--- src/rtl/bit_4piso_tx_if.sv ---
// Purpose : Parallel-word / serial-bit bundle between a word producer and the
//           bit_4piso_tx transmitter.
// Signals : D, load           - word and load request (producer -> transmitter)
//           ready, busy       - transmitter status
//           sout, sout_valid  - serial bit and its qualifier
//           done              - pulse on the last bit of a word
// Modports: master = word producer / observer, slave = transmitter.
interface bit_4piso_tx_if #(
  parameter int unsigned WIDTH = 4
);
  logic [WIDTH-1:0] D;
  logic             load;
  logic             ready;
  logic             busy;
  logic             sout;
  logic             sout_valid;
  logic             done;

  modport master (
    output D,
    output load,
    input  ready,
    input  busy,
    input  sout,
    input  sout_valid,
    input  done
  );

  modport slave (
    input  D,
    input  load,
    output ready,
    output busy,
    output sout,
    output sout_valid,
    output done
  );
endinterface

--- src/rtl/bit_4piso_tx.sv ---
// Purpose : Parallel-in serial-out transmitter. Captures a WIDTH-bit word on an
//           accepted load and shifts it out one bit per clock, LSB or MSB first.
// Ports   : clk  - rising-edge clock
//           rst  - synchronous active-high reset, overrides all inputs
//           bus  - bit_4piso_tx_if.slave (D, load in; ready, busy, sout,
//                  sout_valid, done out)
// Params  : WIDTH (>= 2) word width, MSB_FIRST selects shift order.
module bit_4piso_tx #(
  parameter int unsigned WIDTH     = 4,
  parameter bit          MSB_FIRST = 1'b0
) (
  input  logic           clk,
  input  logic           rst,
  bit_4piso_tx_if.slave  bus
);

  // Reject degenerate widths at elaboration time.
  if (WIDTH < 2) begin : g_width_check
    $error("bit_4piso_tx: WIDTH must be >= 2");
  end

  localparam int unsigned CW = $clog2(WIDTH);

  typedef enum logic {
    IDLE  = 1'b0,
    SHIFT = 1'b1
  } state_t;

  state_t           r_state;
  state_t           w_state_nxt;
  logic [WIDTH-1:0] r_shreg;
  logic [WIDTH-1:0] w_shreg_nxt;
  logic [WIDTH-1:0] w_shreg_shifted;
  logic [CW-1:0]    r_cnt;
  logic [CW-1:0]    w_cnt_nxt;
  logic             w_last;
  logic             w_out_bit;

  // Output end of the register and zero-filled shift toward it.
  if (MSB_FIRST) begin : g_msb_first
    assign w_out_bit       = r_shreg[WIDTH-1];
    assign w_shreg_shifted = {r_shreg[WIDTH-2:0], 1'b0};
  end else begin : g_lsb_first
    assign w_out_bit       = r_shreg[0];
    assign w_shreg_shifted = {1'b0, r_shreg[WIDTH-1:1]};
  end

  assign w_last = (r_state == SHIFT) && (r_cnt == '0);

  // State, shift register and bit counter.
  always_ff @(posedge clk) begin
    if (rst) begin
      r_state <= IDLE;
      r_shreg <= '0;
      r_cnt   <= '0;
    end else begin
      r_state <= w_state_nxt;
      r_shreg <= w_shreg_nxt;
      r_cnt   <= w_cnt_nxt;
    end
  end

  // Next-state: accept only from IDLE, so a held load always sees one idle cycle.
  always_comb begin
    w_state_nxt = r_state;
    w_shreg_nxt = r_shreg;
    w_cnt_nxt   = r_cnt;
    unique case (r_state)
      IDLE: begin
        if (bus.load) begin
          w_state_nxt = SHIFT;
          w_shreg_nxt = bus.D;
          w_cnt_nxt   = CW'(WIDTH - 1);
        end
      end
      SHIFT: begin
        w_shreg_nxt = w_shreg_shifted;
        if (w_last) begin
          w_state_nxt = IDLE;
          w_cnt_nxt   = '0;
        end else begin
          w_cnt_nxt   = r_cnt - CW'(1);
        end
      end
      default: begin
        w_state_nxt = IDLE;
      end
    endcase
  end

  // Flags decoded from registered state only; sout gated to 0 outside SHIFT.
  assign bus.ready      = (r_state == IDLE);
  assign bus.busy       = (r_state == SHIFT);
  assign bus.sout_valid = (r_state == SHIFT);
  assign bus.sout       = (r_state == SHIFT) & w_out_bit;
  assign bus.done       = w_last;

endmodule

--- src/flat_wrapper.sv ---
// flat-port wrapper written by rule: the top's interface ports become plain ports
module bit_4piso_tx_flat 
#(
  parameter int unsigned WIDTH     = 4,
  parameter bit          MSB_FIRST = 1'b0
)
  (clk, rst, bus_D, bus_load, bus_ready, bus_busy, bus_sout, bus_sout_valid, bus_done);
  bit_4piso_tx_if #(.WIDTH(WIDTH)) bus_i ();
  input  logic clk;
  input  logic rst;
  input wire logic [$bits(bus_i.D)-1:0] bus_D;
  input wire logic [$bits(bus_i.load)-1:0] bus_load;
  output wire logic [$bits(bus_i.ready)-1:0] bus_ready;
  output wire logic [$bits(bus_i.busy)-1:0] bus_busy;
  output wire logic [$bits(bus_i.sout)-1:0] bus_sout;
  output wire logic [$bits(bus_i.sout_valid)-1:0] bus_sout_valid;
  output wire logic [$bits(bus_i.done)-1:0] bus_done;
  assign bus_i.D = bus_D;
  assign bus_i.load = bus_load;
  assign bus_ready = bus_i.ready;
  assign bus_busy = bus_i.busy;
  assign bus_sout = bus_i.sout;
  assign bus_sout_valid = bus_i.sout_valid;
  assign bus_done = bus_i.done;
  bit_4piso_tx #(.WIDTH(WIDTH), .MSB_FIRST(MSB_FIRST)) u_core (.clk(clk), .rst(rst), .bus(bus_i));
endmodule
--- config.mk ---
export PLATFORM = sky130hd
export DESIGN_NAME = bit_4piso_tx_flat
export DESIGN_NICKNAME = d
export VERILOG_FILES = /design/src/rtl/bit_4piso_tx_if.sv /design/src/rtl/bit_4piso_tx.sv /design/src/flat_wrapper.sv
export SDC_FILE = /design/constraint.sdc
export NUM_CORES = 1
export LEC_CHECK = 0
export ABC_AREA = 1
export CORE_AREA = 2 2 39 41
export CTS_CLUSTER_DIAMETER = 60
export CTS_CLUSTER_SIZE = 28
export DETAILED_ROUTE_END_ITERATION = 7
export DIE_AREA = 0 0 41 43
export MAX_ROUTING_LAYER = met4
export PLACE_DENSITY = 0.57
export SYNTH_ARGS = -nofsm -noshare
export SYNTH_HDL_FRONTEND = slang
export SYNTH_SLANG_ARGS = --single-unit
--- constraint.sdc ---
create_clock -name clk -period 1.1 [get_ports clk]
set_input_delay 0.165 -clock clk [delete_from_list [all_inputs] [get_ports clk]]
set_output_delay 0.165 -clock clk [all_outputs]
set_load 0.05 [all_outputs]
Yosys cells after proc, flatten, opt, wreduce, memory -nomap -nowiden --
Index checks and enable logic that the tools add are counted.
Word-level totals: bits in registers 7, bits in latches 0, RAM bits 0, memory bits (read-only) 0, input port bits 7, output and inout port bits 5, logic and storage cells 17, memories 0
Cells by class: add/subtract/negate cells 1, multiply operators 0, div/mod/pow operators 0, magnitude comparators 0, eq/ne operators 1, shift operators 0, mux-type cells 8, bitwise logic cells 2, reduce and logical (&&, ||, !) cells 2
Operators with widths (count):
- case mux 4 bit (2 select lines) | 1
- two-way mux 2 bit | 2
- two-way mux 4 bit | 1
- case mux 2 bit (2 select lines) | 1
- zero test 2 bit | 1
- two-way mux 1 bit | 2
- inequality test 2 bit (second input constant) | 1
- case mux 1 bit (2 select lines) | 1
- subtractor 2 x 1 -> 2 bit (second input constant) | 1
- bitwise AND 1 bit | 1
- logical AND 1 bit | 1
- NOT 1 bit | 1

Logic depth before layout (Yosys ltp) --
Gate-level depths: netlist of run 1.
word-level depth 4, depth in mapped cells 5, mapped depth without buffers 5

Worst setup path after synthesis of run 1 --
Ideal clock, no wire load.
kind register to register, start register u_core.r_state (netlist: u_core.bus.busy), end register u_core.r_state (netlist: u_core.bus.busy), data arrival time 1.770 ns, data required time 0.944 ns, setup slack -0.826 ns, cell stages (with the launch flop) 4, path buffers 0, clock period less this slack 1.926 ns, path through dfxtp_1 -> inv_4 -> nor3_2 -> nor3_1
Between the ends: elaborated cells between the ends (all ways) 4
RTL lines:
- start, declared | line bit_4piso_tx.sv:29 | state_t r_state;
- start signal, assigned | line bit_4piso_tx.sv:57 | r_state <= w_state_nxt;
- NOT 1 bit
- named net bus_ready | line flat_wrapper.sv:13 | output wire logic [$bits(bus_i.ready)-1:0] bus_ready;
- case mux 1 bit (2 select lines) | line bit_4piso_tx.sv:68 | unique case (r_state)
The timed path passes the listed nets, and every way through them passes these cells. A chain may end at the register's enable or synchronous reset.

Worst setup path after layout of run 1 --
start register u_core.r_cnt[0], end output port bus_done
Between the ends: word-level cells in the longest chain between the ends 2
Ends and longest elaborated chain:
- start, declared | line bit_4piso_tx.sv:34 | logic [CW-1:0] r_cnt;
- start signal, assigned | line bit_4piso_tx.sv:59 | r_cnt <= w_cnt_nxt;
- zero test 2 bit | line bit_4piso_tx.sv:48 | assign w_last = (r_state == SHIFT) && (r_cnt == '0);
- logical AND 1 bit | line bit_4piso_tx.sv:48
- end, declared | line flat_wrapper.sv:17 | output wire logic [$bits(bus_i.done)-1:0] bus_done;
No other way between the ends.

==> summary.txt, run 1 <==
Placement
  – GP Congestion: 0.777
  – Pre-CTS WS: -0.0820 ns
  – Hpwl dp: 542 um
  – Port bufs: 11

Pwr
  – Sw Pwr: 247 uW
  – Pint: 549 uW
  – Sequential group share of total power: 36.9%
  – Max VDD drop: 0.475 mV
  – Sw frac: 31.1%
  – Leak: 0.000286 uW
  – Combinational power share: 33.8%
  – Clock share of power: 29.3%
  – P per Cell Area: 1300 nW/um^2

Yosys
  – Avg Cell Area, Syn: 7.17 sq um
  – Mapped cell area: 315 sq um
  – Synthesis-stage register bit count: 7
  – Synth warnings: 0
  – Syn Nets: 51
  – Cells after synthesis: 44
  – Distinct cells, synth: 13
  – Seq/Total Area, Yosys: 44.4%

Critical path
  – R2R depth: 7
  – Worst R2R End: u_core.r_shreg[2]
  – Slowest CP cell: dfxtp_4
  – Setup crit end: bus_done
  – Critical Path Start Type: register
  – Crit. End Element: output port
  – WP data required: 0.94 ns
  – Crit path kind: register to output port
  – Crit-path cells: nor3_4 > buf_12
  – Crit Reg-Reg Startpoint: u_core.bus.busy
  – CP arrival: 1.01 ns
  – R2r setup slk: 0.03 ns
  – CP peak stage delay: 0.35 ns
  – Critical Path Start: u_core.r_cnt[0]
  – Critical path peak fanout: 2

Clock tree
  – # hold bufs at CTS: 0
  – CTS buffer count: 3
  – Clock sinks: 7
  – H-tree Lvls: 1
  – Root buffer cell: clkbuf_4
  – CTS tree: yes
  – Maximum root-to-sink buffer count: 2
  – Clock latency on the worst-skew pair: 0.25 ns
  – Clock Pin Slew Worst Setup and Hold Paths: 0.05 ns

Timing
  – Final period utilization: 107%
  – Unrepaired setup endpoints after global routing: true
  – Clock period minus worst slack: 1.18 ns
  – Fin. Hold Viols: 0
  – Slew HR: 83.2%
  – Worst-margin pin slew: 0.252 ns
  – Fmax: 851 MHz
  – Final setup margin: -0.0750 ns
  – Fin. max-slew vios: 0
  – Endpoints failing setup: 2
  – Max Clock Skew: 0.00293 ns

Floorplanning
  – Core area: 1380 sq um
  – Area of the die: 1760 sq um
  – IO Pins: 12
  – Rows: 14
  – Die Width: 41 um
  – Vert. Die Dim: 43 um
  – Starting Density: 22.8%

Global routing
  – Tot GR Track Use: 12.1%
  – Largest net degree at the start of global routing: 7
  – Overflow after GRT: 0
  – Initial antenna violation count: 0
  – First-pass GRT wire length: 1350 um
  – Number of global-route vias before repair: 325

Routing
  – Avg WL per Cell: 9.74 um
  – Antenna Nets Post-Route: 0
  – WL final: 799 um
  – # DRC: 0
  – First-pass iteration count of the detailed router: 4
  – DR vias/cell: 4.46
  – Initial drt markers: 7
  – Via count: 366

Worst hold path
  – Hold WC Path Type: register to register
  – Worst hold stages: 2

Cells and area
  – Ant. Diodes: 0
  – Most frequent cells in the layout: nand2_1, buf_4, nand3_1, clkdlybuf4s50_1
  – Sequential cell area: 148 sq um
  – Nets@finish: 74
  – Fillers: 139
  – Area of the multi-input gates: 160 sq um
  – Layout cells sized above 1: 37.9%
  – Final core occ: 44.2%
  – Area grow syn2layout: 94.0%
  – Most common cell after layout, fill and taps aside: nand2_1

Outcome
  – Failing checks: negative setup slack
  – Status: complete, but fails checks

Job
  – MaxCap Viol Count: 0
-- timing repair --
| action | in CTS | in global routing |
|---|---|---|
| pin swaps | 1 | 3 |
| resized for setup | 6 | 2 |
| endpoints found under the setup margin | 4 | 10 |
| setup buffers | 6 | 0 |
-- sequential cells by signal, summed over array words and instances, names as in the netlist --
signal and flops:
u_core.r_cnt 2, u_core.r_shreg 4, u_core.bus.busy 1
-- worst min-delay path by stage --
| stage | start | end | slack [ns] |
|---|---|---|---|
| floorplan | rst | u_core.r_cnt[0] | 0.23 |
| global placement | u_core.r_shreg[3] | u_core.r_shreg[3] | 0.45 |
| detailed placement | u_core.r_shreg[3] | u_core.r_shreg[3] | 0.46 |
| CTS | u_core.r_shreg[3] | u_core.r_shreg[3] | 0.46 |
| global route | u_core.r_shreg[3] | u_core.r_shreg[3] | 0.49 |
| finish | u_core.r_shreg[3] | u_core.r_shreg[3] | 0.46 |
-- critical path, delay by kind of cell (launching register included) --
family	cells	cell delay (ns)
DFF	1	0.35
and+or+nand+nor	1	0.24
buffers and inverters	1	0.17
-- layout make-up --
class | instances | area share (%)
inverter | 7 | 5.52
sequential | 7 | 24.1
clock buffer | 4 | 4.29
timing repair buffer | 19 | 36.6
multi-input combinational | 29 | 26.2
tap | 16 | 3.27
-- power groups by stage --
stage	clock, uW	combinational (uW)	sequential [uW]
global route	255	288	297
floorplan	0	101	315
finish	233	270	294
detailed placement	0	219	306
global placement	0	218	305
CTS	237	264	294
-- metrics by stage --
step / setup TNS [ns] / total power, uW / area [sq um] / cells / hold WS (ns)
CTS: -0.135 / 795 / 604 / 82 / 0.463
global route: -0.328 / 840 / 612 / 82 / 0.487
finish: -0.133 / 797 / 612 / 82 / 0.460
floorplan: -0.345 / 416 / 330 / 44 / 0.234
global placement: -0.271 / 524 / 518 / 72 / 0.455
detailed placement: -0.357 / 525 / 518 / 72 / 0.456
-- cells by family (layout without fill, tap and decap cells) --
kind of cell	after synthesis	in the layout	share of synthesized area (%)
AND/OR/NAND/NOR	25	25	37.7
flip-flops	7	7	44.4
AO/OA/AOI/OAI	4	4	6.35
buffers and inverters	8	30	11.5
-- cell usage after synthesis --
| library cell | n | area share, % |
|---|---|---|
| nand3_1 | 6 | 9.5 |
| buf_4 | 1 | 2.4 |
| a21oi_1 | 2 | 3.2 |
| nor3_2 | 1 | 3.2 |
| nor2_2 | 1 | 2.0 |
| nor2_1 | 2 | 2.4 |
| nor2_4 | 1 | 3.6 |
| o21ai_0 | 2 | 3.2 |
| inv_4 | 1 | 2.0 |
| nand2_1 | 13 | 15 |
| nor3_1 | 1 | 1.6 |
| inv_1 | 6 | 7.1 |
| dfxtp_1 | 7 | 44 |
-- per-layer routing --
| metal | vias to the layer above | global-route usage, % | routed length, um |
|---|---|---|---|
| met5 | - | - | 0 |
| met4 | 0 | 10.0 | 30 |
| met3 | 5 | 3.14 | 89 |
| met2 | 19 | 16.6 | 360 |
| met1 | 162 | 14.1 | 319 |
| li1 | 180 | - | - |
(Power assumes the default switching activity.)
==> run 2, diff against run 1 <==
--- a/config.mk
+++ b/config.mk
@@ -7,12 +7,14 @@
 export LEC_CHECK = 0
 export ABC_AREA = 1
 export CORE_AREA = 2 2 39 41
+export CTS_BUF_LIST = sky130_fd_sc_hd__clkbuf_8 sky130_fd_sc_hd__clkbuf_16
 export CTS_CLUSTER_DIAMETER = 60
 export CTS_CLUSTER_SIZE = 28
 export DETAILED_ROUTE_END_ITERATION = 7
 export DIE_AREA = 0 0 41 43
 export MAX_ROUTING_LAYER = met4
 export PLACE_DENSITY = 0.57
+export SETUP_SLACK_MARGIN = 0.02
 export SYNTH_ARGS = -nofsm -noshare
 export SYNTH_HDL_FRONTEND = slang
 export SYNTH_SLANG_ARGS = --single-unit
==> run 2 against run 1 <==
  * The run still ends with negative setup slack left
  * Sequential share of layout area rose by 0.30 points
  * Worst setup slack improved by 0.031 ns
  * Largest power group is now clock
  * Critical path type unchanged
  * Via count fell by 5.2%
  * Clock skew fell by 0.0021 ns
  * Worst hold slack got worse by 0.071 ns
  * Clock-buffer cell count fell by 1
  * Global-route usage fell by 0.62 points
==> summary.txt, run 2 (synthesis gave the netlist of run 1 again) <==
Pwr
  – Leak: 0.000294 uW (was 0.000286 uW)
  – P per Cell Area: 1470 nW/um^2 (was 1300 nW/um^2)
  – Total power: 887 uW (was 797 uW)
  – Max VDD drop: 0.550 mV (was 0.475 mV)

Critical path
  – CP arrival: 0.98 ns (was 1.01 ns)
  – R2R depth: 6 (was 7)
  – R2r setup slk: 0.15 ns (was 0.03 ns)
  – Critical Path Start: u_core.bus.busy (was u_core.r_cnt[0])
  – Crit. End Element: output port (unchanged)
  – Setup crit end: bus_done (unchanged)
  – Critical path peak fanout: 4 (was 2)
  – Crit Reg-Reg Startpoint: u_core.bus.busy (unchanged)
  – Worst R2R End: u_core.r_shreg[2] (unchanged)
  – Critical Path Start Type: register (unchanged)
  – WP data required: 0.94 ns (about the same)
  – Crit path kind: register to output port (unchanged)

Clock tree
  – H-tree Lvls: 1 (unchanged)
  – Clock Pin Slew Worst Setup and Hold Paths: 0.04 ns (was 0.05 ns)
  – Root buffer cell: clkbuf_8 (was clkbuf_4)
  – CTS buffer count: 3 (unchanged)
  – # hold bufs at CTS: 0 (unchanged)
  – Clock latency on the worst-skew pair: 0.22 ns (was 0.25 ns)
  – Maximum root-to-sink buffer count: 2 (unchanged)
  – CTS tree: yes (unchanged)
  – Clock sinks: 7 (unchanged)

Global routing
  – Overflow after GRT: 0 (unchanged)
  – Initial antenna violation count: 0 (unchanged)
  – Largest net degree at the start of global routing: 7 (unchanged)
  – First-pass GRT wire length: 1260 um (was 1350 um)
  – Number of global-route vias before repair: 310 (was 325)
  – Tot GR Track Use: 11.5% (was 12.1%)

Placement
  – GP Congestion: 0.777 (unchanged)
  – Hpwl dp: 542 um (unchanged)
  – Dpl cell area: 518 sq um (unchanged)
  – Port bufs: 11 (unchanged)
  – Placed insts: 72 (unchanged)

Cells and area
  – Most flops, register: u_core.r_shreg (unchanged)
  – Area of the multi-input gates: 150 sq um (was 160 sq um)
  – Non-filler instance count after layout: 80 (was 82)
  – Ant. Diodes: 0 (unchanged)
  – Most common cell after layout, fill and taps aside: nand2_1 (unchanged)
  – Fillers: 137 (was 139)
  – Max reg flops: 4 (unchanged)
  – Nets@finish: 72 (was 74)
  – Final core occ: 43.7% (was 44.2%)
  – Most frequent cells in the layout: nand2_1, nand3_1, inv_1, buf_4 (was nand2_1, buf_4, nand3_1, clkdlybuf4s50_1)
  – Sequential cell area: 148 sq um (unchanged)
  – Layout cells sized above 1: 32.8% (was 37.9%)
  – Final instance area: 604 sq um (was 612 sq um)
  – Area grow syn2layout: 91.7% (was 94.0%)

Job
  – MaxCap Viol Count: 0 (unchanged)

Timing
  – Fin. max-slew vios: 0 (unchanged)
  – Slew HR: 82.9% (was 83.2%)
  – Clock period minus worst slack: 1.14 ns (was 1.18 ns)
  – Endpoints failing setup: 2 (unchanged)
  – Unrepaired setup endpoints after global routing: true (unchanged)
  – Fin. Hold Viols: 0 (unchanged)
  – Worst-margin pin slew: 0.256 ns (was 0.252 ns)
  – Max Clock Skew: 0.000782 ns (was 0.00293 ns)
  – Final period utilization: 104% (was 107%)
  – Fmax: 874 MHz (was 851 MHz)
  – Final setup margin: -0.0438 ns (was -0.0750 ns)

Routing
  – First-pass iteration count of the detailed router: 2 (was 4)
  – Initial drt markers: 4 (was 7)
  – WL final: 743 um (was 799 um)
  – Avg WL per Cell: 9.29 um (was 9.74 um)
  – # DRC: 0 (unchanged)
  – DR vias/cell: 4.34 (was 4.46)
  – Antenna Nets Post-Route: 0 (unchanged)
  – Via count: 347 (was 366)

Floorplanning
  – Die Width: 41 um (unchanged)
  – Core area: 1380 sq um (unchanged)
  – Starting Density: 22.8% (unchanged)
  – Vert. Die Dim: 43 um (unchanged)
  – Rows: 14 (unchanged)
  – Area of the die: 1760 sq um (unchanged)
  – IO Pins: 12 (unchanged)

Outcome
  – Failing checks: negative setup slack (unchanged)
  – Status: complete, but fails checks (unchanged)

Worst hold path
  – Hold WC Path Type: primary input to register (was register to register)
[run 2: metal layers]
| layer | track usage, % | vias to the layer above | wire length, um |
|---|---|---|---|
| met4 | 10.0 | 0 | 20 |
| met5 | - | - | 0 |
| met2 | 15.6 | 13 | 343 |
| met1 | 13.1 | 153 | 312 |
| li1 | - | 177 | - |
| met3 | 3.14 | 4 | 67 |
[run 2: worst min-delay path by stage]
stage	slack, ns	from	cells past startpoint	endpoint
after CTS	0.46	u_core.r_shreg[3]	2	u_core.r_shreg[3]
after global routing	0.41	bus_load	3	u_core.bus.busy
after global placement	0.45	u_core.r_shreg[3]	2	u_core.r_shreg[3]
after detailed placement	0.46	u_core.r_shreg[3]	2	u_core.r_shreg[3]
final	0.39	bus_load	3	u_core.bus.busy
after floorplan	0.23	rst	1	u_core.r_cnt[0]
[run 2: worst max-delay path, cell delays in order (launching register included)]
cell and delay [ns]:
dfxtp_4 0.38, inv_8 0.03, nor3_4 0.17, buf_12 0.17
[run 2: report_power, final]
part | switching [uW] | total [uW] | internal [uW] | leakage, uW
Clock | 102 | 342 | 240 | 0.0000269
Sequential | 20.5 | 296 | 276 | 0.0000590
Combinational | 124 | 248 | 123 | 0.000208
[run 2: metrics by stage]
stage	TNS (ns)	setup slack, ns	hold slack (ns)
finish	-0.0510	-0.0438	0.389
global route	-0.118	-0.0772	0.413
CTS	-0.0659	-0.0501	0.462
detailed placement	-0.357	-0.0820	0.456
global placement	-0.271	-0.0702	0.455
floorplan	-0.345	-0.197	0.234
[run 2: area by class of cell]
type                       instances  share of cell area, %
timing repair buffer              17                   34.4
sequential                         7                   24.4
clock buffer                       3                   6.83
clock inverter                     1                  0.621
multi-input combinational         29                   24.8
tap                               16                   3.31
inverter                           7                   5.59
[run 2: what timing repair did]
item,in CTS,in global routing
endpoints found under the hold margin,0,0
setup buffers,4,0
gates resized for setup,2,3
pin swaps,1,0
endpoints found under the setup margin,4,4
